<file path="src/rtl/pcs_chain_sequencer_pkg.sv">
// Shared types for the PCS loopback chain sequencer.
package pcs_chain_sequencer_pkg;

  // Sequencer phases; the encoding is exported on o_state.
  typedef enum logic [1:0] {
    ST_IDLE  = 2'd0,
    ST_FILL  = 2'd1,
    ST_RUN   = 2'd2,
    ST_DRAIN = 2'd3
  } seq_state_e;

endpackage

</file>
<file path="src/rtl/sat_counter.sv">
// Saturating up-counter with synchronous clear (clear wins over increment).
module sat_counter #(
  parameter int WIDTH = 32
) (
  input  logic             clk_i,
  input  logic             rst_i,
  input  logic             inc_i,
  input  logic             clr_i,
  output logic [WIDTH-1:0] value_o
);

  logic [WIDTH-1:0] value_q, value_d;

  // Next value: clear, else increment until all-ones is reached.
  always_comb begin
    value_d = value_q;
    if (clr_i) begin
      value_d = '0;
    end else if (inc_i && (value_q != {WIDTH{1'b1}})) begin
      value_d = value_q + WIDTH'(1);
    end
  end

  // Count register.
  always_ff @(posedge clk_i or posedge rst_i) begin
    if (rst_i) begin
      value_q <= '0;
    end else begin
      value_q <= value_d;
    end
  end

  assign value_o = value_q;

endmodule

</file>
<file path="src/rtl/pcs_chain_sequencer.sv">
// Brings the encoder/scrambler/descrambler/decoder enables up in pipeline
// order, drains them in the same order, owns the bypass setting and counts
// decoded blocks. Every output comes straight from a register.
module pcs_chain_sequencer
  import pcs_chain_sequencer_pkg::*;
#(
  parameter int ENC_LAT   = 2,
  parameter int SCR_LAT   = 1,
  parameter int DESCR_LAT = 1,
  parameter int DEC_LAT   = 3,
  parameter int CNT_W     = 32
) (
  input  logic             i_clock,
  input  logic             i_reset,
  input  logic             i_start,
  input  logic             i_stop,
  input  logic             i_bypass_req,
  input  logic             i_clear_count,
  output logic             o_enable_encoder,
  output logic             o_enable_scrambler,
  output logic             o_enable_descrambler,
  output logic             o_enable_decoder,
  output logic             o_bypass,
  output logic             o_rx_valid,
  output logic             o_busy,
  output logic             o_done,
  output logic [1:0]       o_state,
  output logic [CNT_W-1:0] o_block_count
);

  // Offsets, in cycles after the encoder enable changes, at which each
  // downstream stage (and finally the decoder output) follows.
  localparam int T_SCR   = ENC_LAT;
  localparam int T_DESCR = T_SCR + SCR_LAT;
  localparam int T_DEC   = T_DESCR + DESCR_LAT;
  localparam int T_VAL   = T_DEC + DEC_LAT;
  localparam int CW      = $clog2(T_VAL + 1);

  localparam logic [CW-1:0] OFF_SCR   = CW'(T_SCR);
  localparam logic [CW-1:0] OFF_DESCR = CW'(T_DESCR);
  localparam logic [CW-1:0] OFF_DEC   = CW'(T_DEC);
  localparam logic [CW-1:0] OFF_VAL   = CW'(T_VAL);

  seq_state_e    state_q, state_d;
  logic [CW-1:0] cnt_q, cnt_d, cnt_inc;
  logic          enc_q, enc_d, scr_q, scr_d, descr_q, descr_d, dec_q, dec_d;
  logic          rxv_q, rxv_d, byp_q, byp_d, busy_q, busy_d, done_q, done_d;

  assign cnt_inc = cnt_q + CW'(1);

  // State and output registers; reset drops everything immediately.
  always_ff @(posedge i_clock or posedge i_reset) begin
    if (i_reset) begin
      state_q <= ST_IDLE;
      cnt_q   <= '0;
      enc_q   <= 1'b0;
      scr_q   <= 1'b0;
      descr_q <= 1'b0;
      dec_q   <= 1'b0;
      rxv_q   <= 1'b0;
      byp_q   <= 1'b0;
      busy_q  <= 1'b0;
      done_q  <= 1'b0;
    end else begin
      state_q <= state_d;
      cnt_q   <= cnt_d;
      enc_q   <= enc_d;
      scr_q   <= scr_d;
      descr_q <= descr_d;
      dec_q   <= dec_d;
      rxv_q   <= rxv_d;
      byp_q   <= byp_d;
      busy_q  <= busy_d;
      done_q  <= done_d;
    end
  end

  // Phase transitions; a simultaneous start+stop in IDLE is treated as no request.
  always_comb begin
    state_d = state_q;
    case (state_q)
      ST_IDLE:  if (i_start && !i_stop) state_d = ST_FILL;
      ST_FILL:  if (i_stop) state_d = ST_DRAIN;
                else if (cnt_inc == OFF_VAL) state_d = ST_RUN;
      ST_RUN:   if (i_stop) state_d = ST_DRAIN;
      ST_DRAIN: if (cnt_inc == OFF_VAL) state_d = ST_IDLE;
      default:  state_d = ST_IDLE;
    endcase
  end

  // Enable sequencing: stages only rise while filling and only fall while draining.
  always_comb begin
    cnt_d   = cnt_q;
    enc_d   = enc_q;
    scr_d   = scr_q;
    descr_d = descr_q;
    dec_d   = dec_q;
    rxv_d   = rxv_q;
    byp_d   = byp_q;
    done_d  = 1'b0;
    case (state_q)
      ST_IDLE: begin
        byp_d = i_bypass_req;
        if (i_start && !i_stop) begin
          cnt_d = '0;
          enc_d = 1'b1;
        end
      end
      ST_FILL: begin
        if (i_stop) begin
          cnt_d = '0;
          enc_d = 1'b0;
        end else begin
          cnt_d = cnt_inc;
          if (cnt_inc == OFF_SCR)   scr_d   = 1'b1;
          if (cnt_inc == OFF_DESCR) descr_d = 1'b1;
          if (cnt_inc == OFF_DEC)   dec_d   = 1'b1;
          if (cnt_inc == OFF_VAL)   rxv_d   = 1'b1;
        end
      end
      ST_RUN: begin
        if (i_stop) begin
          cnt_d = '0;
          enc_d = 1'b0;
        end
      end
      ST_DRAIN: begin
        cnt_d = cnt_inc;
        if (cnt_inc == OFF_SCR)   scr_d   = 1'b0;
        if (cnt_inc == OFF_DESCR) descr_d = 1'b0;
        if (cnt_inc == OFF_DEC)   dec_d   = 1'b0;
        if (cnt_inc == OFF_VAL) begin
          rxv_d  = 1'b0;
          done_d = 1'b1;
        end
      end
      default: begin
        cnt_d = '0;
      end
    endcase
    busy_d = (state_d != ST_IDLE);
  end

  sat_counter #(
    .WIDTH(CNT_W)
  ) u_block_count (
    .clk_i   (i_clock),
    .rst_i   (i_reset),
    .inc_i   (rxv_q),
    .clr_i   (i_clear_count),
    .value_o (o_block_count)
  );

  assign o_enable_encoder     = enc_q;
  assign o_enable_scrambler   = scr_q;
  assign o_enable_descrambler = descr_q;
  assign o_enable_decoder     = dec_q;
  assign o_rx_valid           = rxv_q;
  assign o_bypass             = byp_q;
  assign o_busy               = busy_q;
  assign o_done               = done_q;
  assign o_state              = state_q;

endmodule

</file>
<file path="config.mk">
export PLATFORM = sky130hd
export DESIGN_NAME = pcs_chain_sequencer
export DESIGN_NICKNAME = d
export VERILOG_FILES = /design/src/rtl/pcs_chain_sequencer_pkg.sv /design/src/rtl/sat_counter.sv /design/src/rtl/pcs_chain_sequencer.sv
export SDC_FILE = /design/constraint.sdc
export NUM_CORES = 1
export LEC_CHECK = 0
export CORE_MARGIN = 1.5
export CORE_UTILIZATION = 50
export DETAILED_ROUTE_END_ITERATION = 7
export GPL_TIMING_DRIVEN = 0
export HOLD_SLACK_MARGIN = 0.05
export PLACE_DENSITY = 0.82
export SYNTH_ARGS = -nofsm -noshare
export SYNTH_HDL_FRONTEND = slang
export SYNTH_SLANG_ARGS = --single-unit
</file>
<file path="constraint.sdc">
create_clock -name i_clock -period 3.7 [get_ports i_clock]
set_clock_uncertainty 0.05 [all_clocks]
set_input_delay 0.555 -clock i_clock [delete_from_list [all_inputs] [get_ports i_clock]]
set_output_delay 0.555 -clock i_clock [all_outputs]
set_load 0.02 [all_outputs]
</file>
## After elaboration in Yosys (flattened, before gate mapping)

Cells that the tools add are included.

| word-level totals | value |
|---|---|
| bits in registers | 45 |
| bits of input ports | 6 |
| output and inout port bits | 42 |
| word-level logic and storage cells | 81 |

| cells by class | value |
|---|---|
| add/subtract/negate cells | 2 |
| eq/ne operators | 20 |
| mux-type cells | 33 |
| reduce and logical (&&, ||, !) cells | 15 |

Operator list:

| operator | count |
|---|---|
| 32-bit two-way mux | 2 |
| 32-bit by 1-bit adder with 32-bit output, second input constant | 1 |
| 32-bit != test, second input constant | 1 |
| 2-bit != test, second input constant | 11 |
| 1-bit two-way mux | 16 |
| 4-bit AND reduction | 4 |
| 3-bit case mux with 4 select lines | 1 |
| 2-bit two-way mux | 5 |
| 1-bit case mux with 2 select lines | 5 |
| 3-bit two-way mux | 3 |
| 2-bit case mux with 4 select lines | 1 |
| 2-bit nonzero test | 4 |
| 3-bit by 2-bit == test with 1-bit output, second input constant | 2 |
| 3-bit == test, second input constant | 2 |
| 2-bit == test, second input constant | 2 |
| 3-bit by 1-bit adder with 3-bit output, second input constant | 1 |
| 3-bit AND reduction | 1 |
| 2-bit by 1-bit == test with 1-bit output, second input constant | 1 |
| 1-bit logical AND | 2 |
| 2-bit zero test | 1 |
| 2-bit by 1-bit != test with 1-bit output, second input constant | 1 |
| 2-bit AND reduction | 1 |
| 2-bit OR reduction | 1 |
| 1-bit zero test | 1 |

## Depth between registers and ports, before layout

| logic depth | value |
|---|---|
| word-level depth | 6 |
| mapped depth | 7 |
| gate-level depth less buffers | 7 |

## By module

A second synthesis with hierarchy kept.

| unflattened totals | value |
|---|---|
| cell total of the unflattened synthesis | 262 |
| area, all modules | 2487.4 um^2 |

By module, submodules not included:

| module | times used | cells an instance | area an instance (um^2) | sequential area each (um^2) |
|---|---|---|---|---|
| sat_counter | 1 | 186 | 1740.4 | 800.8 |
| pcs_chain_sequencer | 1 | 76 | 747.0 | 325.3 |

## Worst setup path before layout

OpenSTA, ideal clock, no wires.

| timing | value |
|---|---|
| kind | register to register |
| start point | register u_block_count.value_q[2] (netlist: u_block_count.value_o[2]) |
| end point | register u_block_count.value_q[26] (netlist: u_block_count.value_o[26]) |
| library setup time | 0.127 ns |
| arrival | 2.182 ns |
| data required time | 3.523 ns |
| slack | 1.340 ns |
| stages on the path, launching flop included | 7 |
| path buffers | 1 |
| clock period less this slack | 2.360 ns |
| path through | dfrtp_1 -> nand4_4 -> or4_1 -> buf_4 -> nor3_4 -> and4_1 -> mux2_1 |

| on the way | value |
|---|---|
| word-level cells in the longest chain between the ends | 3 |
| elaborated cells between the ends (all ways) | 6 |
| classes of those cells | add/sub: 1; eq/ne: 1; mux: 2; reduce/logical: 2 |

Ends and longest elaborated chain:

| element | line | source |
|---|---|---|
| from (decl) | sat_counter.sv:12 | `logic [WIDTH-1:0] value_q, value_d;` |
| from (signal assigned) | sat_counter.sv:29 | `value_q <= value_d;` |
| 32-bit by 1-bit adder with 32-bit output or 32-bit != test (tied branches) | sat_counter.sv:20, sat_counter.sv:19 |  |
| 32-bit two-way mux or 1-bit logical AND (tied branches) | sat_counter.sv:19 | `end else if (inc_i && (value_q != {WIDTH{1'b1}})) begin` |
| 32-bit two-way mux or 2-bit nonzero test (tied branches) | - |  |

Parallel ways exist; a longest one is shown, timed or not. The select of a mux whose other input is x is not followed.
A chain may end at the register's enable or synchronous reset.

## Worst setup path in the final report

Ends and elaborated chain as after synthesis.

==> results.md <==
- P_leak: 1.33 nW
- Worst-path clk slew: 80 ps
- Fraction of synthesized cell area taken by the top area cell type: 43.2%
- Setup TNS after final layout: 0 ps
- Antenna diode instance count: 0
- Post-Synthesis Mean Instance Area: 9.37 um^2
- CTS H-tree depth: 2
- TritonCTS clock tree: done
- Post-CTS resize count: 0
- Global-route usage over all layers: 22.2%
- Maximum buffer depth of the clock tree: 2
- Number of distinct standard cells referenced by the synthesized netlist: 48
- Rows: 26
- Placed wire-length estimate after detailed placement: 4230 um
- Arrival @ worst endpoint: 2590 ps
- Vias/cell: 5.78
- Post-detailed-route count of antenna-violating nets: 0
- Transition time of the tightest slew-check pin: 642 ps
- Worst-case vdd ir drop: 0.335 mV
- Largest fanout on the critical path: 10
- Main area contributors after synthesis: sky130_fd_sc_hd__dfrtp_1 43%, sky130_fd_sc_hd__nor2_1 4.9%, sky130_fd_sc_hd__ha_1 4.8%
- Routability congestion estimate from global placement: 0.864
- Post-placement cell count: 395
- Clock root cell: sky130_fd_sc_hd__clkbuf_8
- Synth async-reset ratio: 100%
- Post-synth top flop: sky130_fd_sc_hd__dfrtp_1
- Vias in the first global route: 2173
- Total I/O pin count: 48
- Post-Syn Instances: 278
- Number of warnings printed during yosys synthesis: 0
- Mapped Area: 2600 um^2
- Total vias in the final route: 2324
- Post-synthesis to final-layout area growth: 25.4%
- DRC violation total after the first TritonRoute iteration: 180
- Total CTS buffers: 5
- Max-slew headroom at the worst pin: 56.8%
- Number of enable-type register cells in the synthesized netlist: 0
- Per-cell routed wire length: 14.5 um
- Max Clk Rate: 409 MHz
- Max-capacitance violation count: 0
- RSZ-0062 raised after global routing: no
- Largest area contributor in the synthesized netlist: sky130_fd_sc_hd__dfrtp_1
- Final hold violations: 0
- Number of fill cells in the layout: 444
- Worst hold-check path type: reg -> reg
- Reg area: 1130 um^2
- Total setup buffers inserted after CTS: 0
- Initial antenna violation count: 0
- Register-to-register path setup slack: 1250 ps
- Post-layout util: 64.4%
- Part of the Yosys area used for sequential elements: 43.2%
- Crit. End Element: flop
- Pin count of the biggest net entering global routing: 25
- Hold Buf Count CTS: 0
- Overall die height: 75.2 um
- Setup violations, final: 0
- Number of input and output port buffers inserted: 46
- Area used by multi-input combinational logic: 1400 um^2
- Power per cell area: 402 nW/um^2
- Wire length of the first global-routing pass: 9720 um
- Starting density of the core: 51.3%
- Gr ovfl total: 0
- Max Transition Viols Final: 0
- Detailed-route wire length: 5850 um
- Drt drc: 0
- Core region area: 5070 um^2
- Clock sink count: 45
- Die ar.: 5650 um^2
- Horizontal die dimension: 75.2 um
- Result of the run: finished, final reports clean
- Shortest clock period the worst path allows after layout: 2450 ps
- Final non-filler cell total: 402
- Share of the cycle needed by the critical path after routing: 66.1%
- Number of synthesized register bits: 45
- # nets final: 348
- Required time reported for the critical path endpoint: 3840 ps
- Post-synth net total: 294
- Proportion of layout cells with a drive suffix above 1: 6.93%
- Startpoint types: flop
- Pre-antenna DRT Iters: 4
- Setup Crit Path Kind: reg -> reg
- Latest clock arrival within the worst-skew pair: 300 ps
worst max-delay path, stage by stage (launching register included):
cell	delay [ps]
sky130_fd_sc_hd__dfrtp_1	490
sky130_fd_sc_hd__nand4_4	190
sky130_fd_sc_hd__or4_1	560
sky130_fd_sc_hd__buf_4	200
sky130_fd_sc_hd__nor3_4	290
sky130_fd_sc_hd__and4_1	250
sky130_fd_sc_hd__mux2_1	310
worst paths after layout:
path / startpoint / endpoint / cells past startpoint
max: u_block_count.value_o[2]$_DFFE_PP0P_ / u_block_count.value_o[26]$_DFFE_PP0P_ / 6
min: o_enable_encoder$_DFFE_PP0P_ / o_enable_encoder$_DFFE_PP0P_ / 2
max reg2reg: u_block_count.value_o[2]$_DFFE_PP0P_ / u_block_count.value_o[26]$_DFFE_PP0P_ / 6
min reg2reg: o_enable_encoder$_DFFE_PP0P_ / o_enable_encoder$_DFFE_PP0P_ / 2
max in group asynchronous: i_reset / u_block_count.value_o[27]$_DFFE_PP0P_ / 3
min in group asynchronous: i_reset / u_block_count.value_o[5]$_DFFE_PP0P_ / 2
where the power goes:
part	switching, mW	internal, mW	total, mW
sequential	0.0437	0.540	0.583
clock	0.164	0.148	0.312
combinational	0.239	0.180	0.419
total	0.447	0.868	1.31
sequential cells by signal, indices dropped and copies added (netlist names):
name / count
u_block_count.value_o: 32
cnt_q: 3
o_state: 2
o_busy: 1
o_bypass: 1
o_done: 1
o_enable_decoder: 1
o_enable_descrambler: 1
o_enable_encoder: 1
o_enable_scrambler: 1
o_rx_valid: 1
area by class of cell:
cell class | instances | area share, %
multi-input combinational | 213 | 42.7
sequential | 45 | 34.5
timing repair buffer | 47 | 14.9
tap | 70 | 2.68
clock buffer | 7 | 2.64
buffer | 11 | 1.49
inverter | 9 | 1.03
layout by cell type, fill, tap and decap left out, types with 4 or more instances in the layout:
cell type / Yosys / final
sky130_fd_sc_hd__a21oi_1: 13 / 13
sky130_fd_sc_hd__a31oi_1: 5 / 5
sky130_fd_sc_hd__and2_1: 4 / 4
sky130_fd_sc_hd__and3_1: 6 / 6
sky130_fd_sc_hd__and4_1: 5 / 5
sky130_fd_sc_hd__clkbuf_1: 9 / 10
sky130_fd_sc_hd__clkbuf_8: 0 / 6
sky130_fd_sc_hd__clkdlybuf4s50_1: 0 / 46
sky130_fd_sc_hd__dfrtp_1: 45 / 45
sky130_fd_sc_hd__ha_1: 10 / 10
sky130_fd_sc_hd__inv_1: 9 / 8
sky130_fd_sc_hd__nand2_1: 20 / 20
sky130_fd_sc_hd__nand3_1: 9 / 9
sky130_fd_sc_hd__nand4_1: 9 / 9
sky130_fd_sc_hd__nor2_1: 34 / 34
sky130_fd_sc_hd__nor2b_1: 6 / 6
sky130_fd_sc_hd__nor3_1: 5 / 5
sky130_fd_sc_hd__nor4_1: 6 / 6
sky130_fd_sc_hd__o21ai_0: 15 / 15
sky130_fd_sc_hd__o31ai_1: 7 / 7
sky130_fd_sc_hd__or4_1: 5 / 5
sky130_fd_sc_hd__xnor2_1: 9 / 9
sky130_fd_sc_hd__xor2_1: 6 / 6
Yosys cell counts, types with 2 or more instances:
cell,instances
sky130_fd_sc_hd__a211oi_1,3
sky130_fd_sc_hd__a21oi_1,13
sky130_fd_sc_hd__a31oi_1,5
sky130_fd_sc_hd__and2_1,4
sky130_fd_sc_hd__and3_1,6
sky130_fd_sc_hd__and4_1,5
sky130_fd_sc_hd__buf_4,2
sky130_fd_sc_hd__clkbuf_1,9
sky130_fd_sc_hd__dfrtp_1,45
sky130_fd_sc_hd__ha_1,10
sky130_fd_sc_hd__inv_1,9
sky130_fd_sc_hd__mux2_2,3
sky130_fd_sc_hd__mux2i_1,3
sky130_fd_sc_hd__nand2_1,20
sky130_fd_sc_hd__nand2b_1,3
sky130_fd_sc_hd__nand3_1,9
sky130_fd_sc_hd__nand4_1,9
sky130_fd_sc_hd__nor2_1,34
sky130_fd_sc_hd__nor2b_1,6
sky130_fd_sc_hd__nor3_1,5
sky130_fd_sc_hd__nor4_1,6
sky130_fd_sc_hd__o2111ai_1,2
sky130_fd_sc_hd__o211ai_1,2
sky130_fd_sc_hd__o21ai_0,15
sky130_fd_sc_hd__o31ai_1,7
sky130_fd_sc_hd__or2_2,2
sky130_fd_sc_hd__or3_1,3
sky130_fd_sc_hd__or4_1,5
sky130_fd_sc_hd__xnor2_1,9
sky130_fd_sc_hd__xor2_1,6
kinds of logic after synthesis:
group / after synthesis / share of synthesized area [%]
and+or+nand+nor: 124 / 26.7
AOI/OAI and AO/OA: 56 / 13.6
DFF: 45 / 43.2
buffers and inverters: 20 / 3.17
xor gates and xnor gates: 15 / 5.04
adders and majority gates: 10 / 4.80
muxes: 8 / 3.46
per-stage QoR:
| stage | hold slack (ps) | power [mW] | setup slack (ps) | cell area [um^2] |
|---|---|---|---|---|
| floorplan | 399 | 0.866 | 1340 | 2610 |
| global placement | 416 | 0.990 | 1120 | 3150 |
| detailed placement | 432 | 1.01 | 1290 | 3180 |
| CTS | 453 | 1.32 | 1260 | 3270 |
| global route | 469 | 1.40 | 1130 | 3270 |
| finish | 463 | 1.31 | 1250 | 3270 |
routing by layer:
layer / global-route usage, % / vias up / share of wire [%]
met4: 5.95 / 0 / 1.0
met3: 4.95 / 6 / 5.5
met5: 0 / - / 0
met1: 27.8 / 1130 / 43
met2: 38.9 / 73 / 50
li1: - / 1115 / -
Note: power is estimated with default switching activity, not from simulation.
